### config.mk
export PLATFORM = sky130hd
export DESIGN_NAME = rv_mul_shift_controlpath_param
export DESIGN_NICKNAME = d
export VERILOG_FILES = /design/src/rtl/rv_mul_shift_controlpath_param.sv
export SDC_FILE = /design/constraint.sdc
export NUM_CORES = 1
export LEC_CHECK = 0
export ABC_CLOCK_PERIOD_IN_PS = 5300
export CAP_MARGIN = 10
export CORE_AREA = 10 10 183 185
export DETAILED_ROUTE_END_ITERATION = 8
export DIE_AREA = 0 0 193 195
export SYNTH_ARGS = -nofsm -noshare
export SYNTH_HDL_FRONTEND = slang
export SYNTH_SLANG_ARGS = --single-unit
### constraint.sdc
create_clock -name i_clk -period 5.3 [get_ports i_clk]
set_clock_uncertainty 0.1 [all_clocks]
set_input_delay 1.06 -clock i_clk [delete_from_list [all_inputs] [get_ports i_clk]]
set_output_delay 1.06 -clock i_clk [all_outputs]
set_load 0.05 [all_outputs]
### src/rtl/rv_mul_shift_controlpath_param.sv
`default_nettype none
// ============================================================================
//  Module   : rv_mul_shift_controlpath_param
//  Brief    : Multi-cycle SLL/SRL/SRA/MUL control path for the execute stage.
//             All four operations share one external MUL_W x MUL_W multiplier.
//             A shift by shamt is a multiply by 2^shamt. Right shifts use
//             bit reversal, and SRA also sign-fills the upper bits.
//             A full-width product is built from three partial products.
//  Revision : 1.0 - initial release
// ============================================================================
module rv_mul_shift_controlpath_param #(
    parameter int XLEN  = 32,
    parameter int MUL_W = 16
) (
    input  logic                 i_clk,
    input  logic                 i_rst,
    input  logic                 i_execute_en,
    input  logic [2:0]           i_execute_shifter_opcode,
    input  logic [XLEN-1:0]      i_execute_operand_one,
    input  logic [XLEN-1:0]      i_execute_operand_two,
    output logic                 o_execute_data_valid,
    output logic [XLEN-1:0]      o_execute_data_result,
    output logic                 o_execute_illegal,
    output logic                 o_busy,
    output logic                 o_multiplier_en,
    output logic [MUL_W-1:0]     o_multiplier_operand_one,
    output logic [MUL_W-1:0]     o_multiplier_operand_two,
    input  logic                 i_multiplier_valid,
    input  logic [2*MUL_W-1:0]   i_multiplier_result
);
    localparam int SHW = $clog2(XLEN);

    localparam logic [2:0] c_OP_MUL = 3'b000;
    localparam logic [2:0] c_OP_SLL = 3'b001;
    localparam logic [2:0] c_OP_SRL = 3'b101;
    localparam logic [2:0] c_OP_SRA = 3'b110;

    localparam logic [2:0] c_ST_IDLE = 3'd0;
    localparam logic [2:0] c_ST_REQ  = 3'd1;
    localparam logic [2:0] c_ST_ACC  = 3'd2;
    localparam logic [2:0] c_ST_FIN  = 3'd3;
    localparam logic [2:0] c_ST_DONE = 3'd4;

    localparam logic [XLEN-1:0] c_ONE  = {{(XLEN-1){1'b0}}, 1'b1};
    localparam logic [XLEN-1:0] c_ONES = {XLEN{1'b1}};

    logic [2:0]         r_state;
    logic [2:0]         w_next_state;
    logic               r_armed;
    logic [2:0]         r_op;
    logic [XLEN-1:0]    r_a;
    logic [SHW-1:0]     r_shamt;
    logic [XLEN-1:0]    r_x;
    logic [XLEN-1:0]    r_y;
    logic [1:0]         r_k;
    logic [2*MUL_W-1:0] r_prod;
    logic [XLEN-1:0]    r_acc;
    logic [XLEN-1:0]    r_result;
    logic               r_illegal;

    logic               w_accept;
    logic               w_legal;
    logic               w_is_shift;
    logic               w_is_right;
    logic               w_bypass;
    logic [SHW-1:0]     w_shamt;
    logic [XLEN-1:0]    w_acc_rev;
    logic [XLEN-1:0]    w_fin_result;

    function automatic logic [XLEN-1:0] f_bitrev(input logic [XLEN-1:0] v);
        logic [XLEN-1:0] r;
        for (int i = 0; i < XLEN; i++) begin
            r[i] = v[XLEN-1-i];
        end
        return r;
    endfunction

    // Request decode. Only the low SHW bits of B form the shift amount.
    always_comb begin
        w_shamt    = i_execute_operand_two[SHW-1:0];
        w_is_shift = (i_execute_shifter_opcode == c_OP_SLL) ||
                     (i_execute_shifter_opcode == c_OP_SRL) ||
                     (i_execute_shifter_opcode == c_OP_SRA);
        w_is_right = (i_execute_shifter_opcode == c_OP_SRL) ||
                     (i_execute_shifter_opcode == c_OP_SRA);
        w_legal    = w_is_shift || (i_execute_shifter_opcode == c_OP_MUL);
        w_bypass   = !w_legal || (w_is_shift && (w_shamt == '0));
        w_accept   = (r_state == c_ST_IDLE) && i_execute_en && r_armed;
    end

    // Final result. Right shifts undo the bit reversal, and SRA fills the vacated top bits.
    always_comb begin
        w_acc_rev = f_bitrev(r_acc);
        case (r_op)
            c_OP_SRL: w_fin_result = w_acc_rev;
            c_OP_SRA: w_fin_result = w_acc_rev |
                                     (r_a[XLEN-1] ? ~(c_ONES >> r_shamt) : '0);
            default:  w_fin_result = r_acc;
        endcase
    end

    // State register.
    always_ff @(posedge i_clk) begin
        if (i_rst) begin
            r_state <= c_ST_IDLE;
        end else begin
            r_state <= w_next_state;
        end
    end

    // Next-state logic. There are three multiply/accumulate rounds, one per partial product.
    always_comb begin
        w_next_state = r_state;
        case (r_state)
            c_ST_IDLE: if (w_accept) w_next_state = w_bypass ? c_ST_DONE : c_ST_REQ;
            c_ST_REQ:  if (i_multiplier_valid) w_next_state = c_ST_ACC;
            c_ST_ACC:  w_next_state = (r_k == 2'd2) ? c_ST_FIN : c_ST_REQ;
            c_ST_FIN:  w_next_state = c_ST_DONE;
            c_ST_DONE: w_next_state = c_ST_IDLE;
            default:   w_next_state = c_ST_IDLE;
        endcase
    end

    // Datapath. This covers operand latch, product capture, accumulation and the result register.
    always_ff @(posedge i_clk) begin
        if (i_rst) begin
            r_armed   <= 1'b1;
            r_op      <= '0;
            r_a       <= '0;
            r_shamt   <= '0;
            r_x       <= '0;
            r_y       <= '0;
            r_k       <= '0;
            r_prod    <= '0;
            r_acc     <= '0;
            r_result  <= '0;
            r_illegal <= 1'b0;
        end else begin
            if (w_accept) begin
                r_armed <= 1'b0;
            end else if (!i_execute_en) begin
                r_armed <= 1'b1;
            end

            if (w_accept) begin
                r_op      <= i_execute_shifter_opcode;
                r_a       <= i_execute_operand_one;
                r_shamt   <= w_shamt;
                r_k       <= '0;
                r_acc     <= '0;
                r_illegal <= !w_legal;
                r_x       <= w_is_right ? f_bitrev(i_execute_operand_one)
                                        : i_execute_operand_one;
                r_y       <= (i_execute_shifter_opcode == c_OP_MUL) ? i_execute_operand_two
                                                                    : (c_ONE << w_shamt);
                if (w_bypass) begin
                    r_result <= w_legal ? i_execute_operand_one : '0;
                end
            end

            if ((r_state == c_ST_REQ) && i_multiplier_valid) begin
                r_prod <= i_multiplier_result;
            end

            if (r_state == c_ST_ACC) begin
                r_acc <= (r_k == 2'd0) ? r_prod : (r_acc + (r_prod << MUL_W));
                r_k   <= r_k + 2'd1;
            end

            if (r_state == c_ST_FIN) begin
                r_result <= w_fin_result;
            end
        end
    end

    // Outputs. The partial-product operand pairs are XL*YL, XH*YL and XL*YH.
    always_comb begin
        o_execute_data_valid     = (r_state == c_ST_DONE);
        o_execute_illegal        = (r_state == c_ST_DONE) && r_illegal;
        o_busy                   = (r_state != c_ST_IDLE);
        o_multiplier_en          = (r_state == c_ST_REQ);
        o_execute_data_result    = r_result;
        o_multiplier_operand_one = '0;
        o_multiplier_operand_two = '0;
        if (r_state == c_ST_REQ) begin
            case (r_k)
                2'd0: begin
                    o_multiplier_operand_one = r_x[MUL_W-1:0];
                    o_multiplier_operand_two = r_y[MUL_W-1:0];
                end
                2'd1: begin
                    o_multiplier_operand_one = r_x[XLEN-1:MUL_W];
                    o_multiplier_operand_two = r_y[MUL_W-1:0];
                end
                2'd2: begin
                    o_multiplier_operand_one = r_x[MUL_W-1:0];
                    o_multiplier_operand_two = r_y[XLEN-1:MUL_W];
                end
                default: begin
                    o_multiplier_operand_one = '0;
                    o_multiplier_operand_two = '0;
                end
            endcase
        end
    end

endmodule
`default_nettype wire

# Word-level counts from Yosys, hierarchy flattened
# Cells that the tools add are included.
totals:
  register_bits: 207
  input_bits: 103
  out_inout_bits: 68
  wordCells: 79
op_classes:
  addsub: 2
  eq_ne: 14
  shift: 2
  muxes: 24
  bitwise: 2
  n_reduce_logical: 23
op_table:
  columns: ["cell", "count"]
  rows:
  - ["$mux W32", 10]
  - ["$pmux W16 S2", 2]
  - ["$pmux W32 S2", 1]
  - ["$add A32 B32 Y32", 1]
  - ["$mux W16", 2]
  - ["$not A32 Y32", 1]
  - ["$or A32 B32 Y32", 1]
  - ["$shl A1 B5 Y32 const A", 1]
  - ["$shr A32 B5 Y32 const A", 1]
  - ["$eq A3 B3 Y1 const B", 5]
  - ["$pmux W3 S4", 1]
  - ["$mux W3", 3]
  - ["$eq A3 B1 Y1 const B", 2]
  - ["$eq A3 B2 Y1 const B", 2]
  - ["$logic_not A3 Y1", 2]
  - ["$mux W2", 3]
  - ["$reduce_bool A2 Y1", 3]
  - ["$logic_and A1 B1 Y1", 5]
  - ["$logic_not A5 Y1", 1]
  - ["$logic_or A1 B1 Y1", 5]
  - ["$ne A2 B1 Y1 const B", 2]
  - ["$reduce_and A2 Y1", 2]
  - ["$reduce_or A2 Y1", 2]
  - ["$reduce_bool A3 Y1", 1]
  - ["7 further kinds", 8]

# Depth between registers and ports, before layout
# Gate-level depths: netlist of run 1.
logic_depth:
  word_depth: 9
  ltp_mapped: 10

# Worst setup path before layout of run 1
# No wires, ideal clock.
synth_timing:
  kind: "register -> output"
  startpoint: "register r_state[0]"
  endpoint: "output port o_multiplier_operand_one[0]"
  arrival_ns: 2.976
  required_time_ns: 4.140
  slack_ns: 1.164
  path_stages_with_launch: 5
  path_cell_list: "dfxtp_1 -> nor3b_1 -> nand2b_1 -> clkbuf_1 -> nor2_1"
synth_between:
  elab_chain_cells: 2
synth_rtl:
  columns: ["item", "line_no", "text"]
  rows:
  - ["start, declared", "47", "logic [2:0] r_state;"]
  - ["start signal, assigned", "105", "r_state <= c_ST_IDLE;"]
  - ["start signal, assigned", "107", "r_state <= w_next_state;"]
  - ["$eq A3 B1 Y1", null, null]
  - ["net o_multiplier_en", "25", "output logic o_multiplier_en,"]
  - ["$mux W16", "185", "if (r_state == c_ST_REQ) begin"]
  - ["end, declared", "26", "output logic [MUL_W-1:0] o_multiplier_operand_one,"]
# The timed path passes the listed nets, and every way through them passes these cells.

# Final worst setup path of run 1
layout_timing:
  startpoint: "register r_k[0]"
  endpoint: "output port o_multiplier_operand_two[2]"
layout_between:
  elab_chain_cells: 4
  elab_cells_between_ends: 6
  classes_between: "eq/ne (2); mux (2); reduce/logical (2)"
layout_rtl:
  columns: ["item", "line_no", "text"]
  rows:
  - ["start, declared", "55", "logic [1:0] r_k;"]
  - ["start signal, assigned", "167", "r_k <= r_k + 2'd1;"]
  - ["$eq A2 B1 Y1 or $logic_not A2 Y1 (tied branches)", "186", "case (r_k)"]
  - ["$reduce_or A2 Y1 (no line)", null, null]
  - ["$pmux W16 S2 (*)", "186", null]
  - ["$mux W16 (*)", "185", null]
  - ["end, declared", "27", "output logic [MUL_W-1:0] o_multiplier_operand_two,"]
# Every way passes the cells marked *; elsewhere a longest branch is shown, timed or not.

==> metrics.csv, run 1 <==
stage;metric;value;unit
clocking;cts_resized;0;
synthesis;synthesis.nets;1265;
synthesis;yosys-top-cells-count;185 x nor2_1, 176 x dfxtp_1, 136 x nand2_1;
critical_path;critPathCaptureType;output pin;
global_routing;grt-ovfl-total;0;
synthesis;synth_top_area_share;0.387;
outcome;status;complete, no violations;
synthesis;synth_edf_count;0;
power;leakage;4.10;nW
route;ant_nets;0;
power;ir_worst_vdd;0.190;mV
synthesis;synth_area_leader_cell;dfxtp_1;
critical_path;crit_required;4140;ps
final_layout;n_fill_cell;3139;
synthesis;async_flop_share;0;
critical_path;path_max_fanout;17;
global_routing;antenna_found_initial;2;
synthesis;synth_area;9110;um^2
global_routing;grt_pass1_wl;49.1;mm
place;port_buffers;170;
clocking;h-tree-depth;4;
synthesis;synth-main-ff-cell;dfxtp_1;
clocking;post-cts-setup-buffers;0;
place;hpwl;23.2;mm
global_routing;track_usage;0.164;
sta;hold_viol;0;
die;die-height;195;um
final_layout;drive_gt1_frac;0.0639;
sta;relSlewSlack;0.240;
sta;min_period;4180;ps
sta;max_freq;0.239;GHz
sta;setup_viol;0;
synthesis;synthCells;1142;
critical_path;worst_setup_path_start_kind;flip-flop;
clocking;cts_buffer_depth;2;
power;fin_total_pwr;0.00339;W
sta;setup_tns;0;ps
route;dr.pass1.iters;6;
sta;worst_pin_slew;1140;ps
synthesis;synth.most_common_cell;nor2_1;
global_routing;grt_pass1_vias;8287;
synthesis;synthDistinctLibCells;59;
die;die_width;193;um
route;wl_per_cell;19.4;um
run;drv_cap;0;
clocking;clock-sinks;176;
die;design.core.area;30000;um^2
route;route.detailed.drc;0;
sta;min_period_over_period;0.788;
synthesis;ys_ff_latch;176;
route;vias;8864;
place;place_congestion;0.883;
synthesis;yosysWarnings;0;
die;dieArea;37600;um^2
clocking;cts_buffers;17;
final_layout;multi_input_area;5110;um^2
worst_hold_path;hold_class;flip-flop to flip-flop;
power;pwr_density_cell;293;nW/um^2
die;fp-row-count;64;
synthesis;yosysSeqAreaShare;0.387;
critical_path;crit_type;flip-flop to output pin;
die;ios;171;
route;routed_wl;31.9;mm
route;avgViaCountPerCell;5.38;
clocking;cts_root_buffer;clkbuf_16;
final_layout;seq_area;3520;um^2
sta;rsz0062_at_grt;no;
clocking;clk_pin_slew_worst_paths;70;ps
global_routing;grt_max_degree;143;
die;start_util;0.304;
route;drt_iter0_drc;840;
clocking;clock_latency;440;ps
final_layout;syn_to_final_growth;26.8;%
sta;maxSlewViolCount;0;
synthesis;avgSynthCellArea;7.98;um^2
final_layout;diodes;0;
clocking;tritoncts;yes;
final_layout;fin_nets;1362;
clocking;ctsHoldBuffers;0;
synthesis;synth_area_leaders;dfxtp_1 39%, nor2_1 7.6%, nand2_1 5.6%, a21oi_1 4.7%, a22oi_1 4.2%;
critical_path;cp.arrival;3020;ps
power breakdown:
part / leakage [nW] / switching [W] / internal [W]
logic: 2.38 / 0.000387 / 0.000253
registers: 1.44 / 0.0000704 / 0.00141
clock network: 0.288 / 0.000633 / 0.000635
cell type report:
cell class              count  share of cell area
multi-input cells         853               0.442
flip-flops and latches    176               0.305
repair buffers            181               0.155
well taps                 396              0.0429
clock buffers              17              0.0368
clock inverters            15              0.0148
inverters                  10             0.00325
logic make-up after synthesis:
logic type / count (synthesis) / share of synthesized area
simple gates: 443 / 0.212
compound gates: 340 / 0.266
flops: 176 / 0.387
buf+inv: 113 / 0.0544
mux: 35 / 0.0384
fa+ha+maj: 20 / 0.0283
xor+xnor: 15 / 0.0144
metal layers:
| layer | up-vias | wire length (um) | global-route usage |
|---|---|---|---|
| met3 | 27 | 2660 | 0.0456 |
| met2 | 307 | 13900 | 0.241 |
| met1 | 4182 | 14900 | 0.227 |
| met4 | 2 | 501 | 0.0453 |
| li1 | 4346 | - | - |
| met5 | - | 7 | 0 |
metrics by stage:
stage                     setup WS [ps]  area, um^2  std cells  hold slack (ps)   util
after global routing                958       11600       1648              374  0.385
final                              1120       11600       1648              358  0.385
after detailed placement           1360       11000       1616              349  0.365
after CTS                          1090       11600       1648              360  0.385
after floorplan                    1160        9110       1142              336      -
after global placement             1490       11000       1616              348  0.365
state kept, by name, indices dropped and copies added, names as in the netlist, 2 cells and up:
register,cells
r_acc,32
o_execute_data_result,32
r_x,32
r_y,32
r_prod,32
r_op,3
r_shamt,5
r_k,2
r_state,3
cells in the final DEF (no fill, tap or decap), types with 28 or more instances in the layout:
cell	netlist	routed
nor2_1	185	185
dfxtp_1	176	176
clkdlybuf4s50_1	0	169
nand2_1	136	135
a21oi_1	86	86
a22oi_1	51	51
nor3_1	48	48
a211oi_1	47	47
a221oi_1	36	36
mux2i_1	35	35
o21ai_0	29	28
worst max-delay path, stage by stage, from the launching register on:
cell,delay [ps]
dfxtp_1,410
ha_1,630
or2_2,450
a22oi_1,130
nor2_1,130
clkdlybuf4s50_1,820
worst paths after layout:
| kind | slack [ps] | startpoint | end | cells past startpoint |
|---|---|---|---|---|
| setup / recovery | 1120 | r_k[0]$_SDFFE_PP0P_ | o_multiplier_operand_two[2] | 5 |
| hold / removal | 360 | o_execute_data_result[22]$_SDFFE_PP0P_ | o_execute_data_result[22]$_SDFFE_PP0P_ | 2 |
| setup reg to reg | 2590 | r_acc[16]$_SDFFE_PP0P_ | r_acc[24]$_SDFFE_PP0P_ | 8 |
| hold reg to reg | 360 | o_execute_data_result[22]$_SDFFE_PP0P_ | o_execute_data_result[22]$_SDFFE_PP0P_ | 2 |
Power figures use the tool's default switching activity.
==> inputs of run 2 (changes only) <==
--- a/config.mk
+++ b/config.mk
@@ -5,7 +5,7 @@
 export SDC_FILE = /design/constraint.sdc
 export NUM_CORES = 1
 export LEC_CHECK = 0
-export ABC_CLOCK_PERIOD_IN_PS = 5300
+export ABC_CLOCK_PERIOD_IN_PS = 4200
 export CAP_MARGIN = 10
 export CORE_AREA = 10 10 183 185
 export DETAILED_ROUTE_END_ITERATION = 8
==> constraint.sdc (replaced) <==
create_clock -name i_clk -period 4.2 [get_ports i_clk]
set_clock_uncertainty 0.1 [all_clocks]
set_input_delay 0.84 -clock i_clk [delete_from_list [all_inputs] [get_ports i_clk]]
set_output_delay 0.84 -clock i_clk [all_outputs]
set_load 0.05 [all_outputs]
==> run 2 against run 1 <==
- design area shrank 0.16%
- largest power group unchanged
- hold slack gained 4.4 ps
- combinational power grew 27%
- critical endpoint is now o_multiplier_operand_one[8]
- register-to-register slack lost 1100 ps
- critical path type unchanged
- global-route usage is essentially flat
- sequential power grew 26%
- sequential cell count is the same
- clock-buffer cell count is the same
- largest cell class unchanged
- sequential share of layout area is essentially flat
- die area is the same
- via count grew 0.28%
==> metrics.csv, run 2 (same netlist as run 1, synthesis figures left out) <==
stage;metric;value;unit;change
critical_path;cp.arrival;2410;ps;-610 ps
final_layout;final_cell_mix;185 x nor2_1, 176 x dfxtp_1, 137 x clkdlybuf4s50_1, 135 x nand2_1, 86 x a21oi_1;;
sta;relSlewSlack;0.228;;-0.0122
route;ant_nets;0;;unchanged
critical_path;crit_required;3260;ps;-880 ps
power;p_sw;0.00134;W;+23%
die;start_util;0.304;;unchanged
power;p_int;0.00289;W;+26%
outcome;status;complete, no violations;;
clocking;cts_buffers;17;;unchanged
clocking;cts_resized;0;;unchanged
sta;setup_viol;0;;unchanged
global_routing;grt_pass1_vias;8332;;+0.54%
worst_hold_path;hold_class;flip-flop to flip-flop;;
die;die_width;193;um;unchanged
critical_path;path_max_fanout;17;;unchanged
route;avgViaCountPerCell;5.37;;-0.20%
clocking;tritoncts;yes;;
clocking;h-tree-depth;4;;unchanged
sta;min_period;3350;ps;
clocking;clk_pin_slew_worst_paths;70;ps;about the same
die;fp-row-count;64;;unchanged
final_layout;drive_gt1_frac;0.0945;;+0.0306
sta;min_period_over_period;0.797;;
power;p_sw_frac;0.317;;-0.00532
global_routing;antenna_found_initial;3;;+1
sta;setup_tns;0;ps;unchanged
place;port_buffers;170;;unchanged
clocking;clock_latency;430;ps;about the same
clocking;cts_buffer_depth;2;;unchanged
die;dieArea;37600;um^2;unchanged
global_routing;grt_max_degree;118;;-17%
clocking;clock-sinks;176;;unchanged
final_layout;fin_nets;1370;;+0.59%
final_layout;mostFrequentLayoutCell;nor2_1;;
route;drt_iter0_drc;828;;-1.4%
global_routing;grt_pass1_wl;49.4;mm;+0.63%
critical_path;crit_type;flip-flop to output pin;;
critical_path;critPathCaptureType;output pin;;
power;combPwrFrac;0.192;;+0.003
clocking;cts_root_buffer;clkbuf_16;;
die;ios;171;;unchanged
route;vias;8889;;+0.28%
run;drv_cap;0;;unchanged
clocking;ctsHoldBuffers;0;;unchanged
sta;max_freq;0.299;GHz;
critical_path;max_stage_delay;430;ps;-390 ps
final_layout;syn_to_final_growth;26.6;%;
critical_path;cpMaxStageDelayCell;dfxtp_1;;
sta;maxSlewViolCount;0;;unchanged
global_routing;grt-ovfl-total;0;;unchanged
place;hpwl;23.4;mm;+1.2%
power;pwr_density_cell;367;nW/um^2;+25%
route;routed_wl;31.9;mm;+0.11%
sta;hold_viol;0;;unchanged
die;design.core.area;30000;um^2;unchanged
clocking;post-cts-setup-buffers;0;;unchanged
route;wl_per_cell;19.3;um;-0.37%
power;leakage;4.20;nW;+2.3%
sta;worst_pin_slew;1160;ps;+21.1 ps
sta;rsz0062_at_grt;no;;
power;p_clk_frac;0.367;;-0.007
power;sequentialPowerShare;0.441;;+0.004
power;ir_worst_vdd;0.226;mV;+18%
critical_path;worst_setup_path_start_kind;flip-flop;;
place;place_congestion;0.883;;about the same
route;dr.pass1.iters;5;;-1
critical_path;crit_path_cell_trace;inv_2 > ha_1 > buf_4 > or2_2 > a22oi_1 > nor2_1 > buf_12;;
die;die-height;195;um;unchanged
route;route.detailed.drc;0;;unchanged
global_routing;track_usage;0.164;;+0.000457
final_layout;final_util;0.384;;-0.000625
-- run 2: cell count changes in the layout (fill, tap and decap cells not counted), sizes merged --
cell           delta
clkdlybuf4s50    -32
inv               +1
clkinv            -3
buf              +40
diode             +1
clkinvlp          +1
-- run 2: final timing paths --
kind	start	end	slack, ps	depth (start not counted)
worst min-delay path	r_prod[16]$_SDFFE_PP0P_	r_prod[16]$_SDFFE_PP0P_	360	2
worst max-delay path	r_k[0]$_SDFFE_PP0P_	o_multiplier_operand_one[8]	850	7
worst max register to register	r_prod[0]$_SDFFE_PP0P_	r_acc[24]$_SDFFE_PP0P_	1450	8
worst min register to register	r_prod[16]$_SDFFE_PP0P_	r_prod[16]$_SDFFE_PP0P_	360	2
-- run 2: worst max-delay path, delay by kind of cell (launching register included) --
family / cells / cell delay, ps
AOI/OAI and AO/OA: 1 / 210
and+or+nand+nor: 2 / 510
buffers and inverters: 3 / 560
adders and majority gates: 1 / 270
DFF: 1 / 430
-- run 2: final cells by class --
type	instances	area, um^2
Antenna cell	1	2.50
Clock buffer	17	425
Clock inverter	14	145
Fill cell	3073	18500
Inverter	10	37.5
Multi-Input combinational cell	853	5110
Sequential cell	176	3520
Tap cell	396	495
Timing Repair Buffer	189	1800
-- run 2: power groups by stage --
stage / clock network [W] / logic, W / registers (W)
floorplan: 0 / 0.000463 / 0.00196
global placement: 0 / 0.000807 / 0.00190
detailed placement: 0 / 0.000814 / 0.00190
CTS: 0.00158 / 0.000817 / 0.00186
global route: 0.00165 / 0.000887 / 0.00188
finish: 0.00155 / 0.000814 / 0.00187
-- run 2: per-stage QoR --
step                      hold WS, ps  setup slack [ps]  power, W  cell area, um^2  cells
after floorplan                   336               284   0.00242             9110   1142
after global routing              382               694   0.00441            11500   1655
after CTS                         367               825   0.00426            11500   1655
after global placement            353               761   0.00271            11000   1624
final                             362               853   0.00423            11500   1656
after detailed placement          358               754   0.00272            11000   1624
-- run 2: per-layer routing --
layer,vias to the layer above,global-route usage,wire (um)
met5,-,0,27
met4,4,0.0396,343
met3,23,0.0347,2220
met2,297,0.247,14100
met1,4209,0.233,15200
li1,4356,-,-
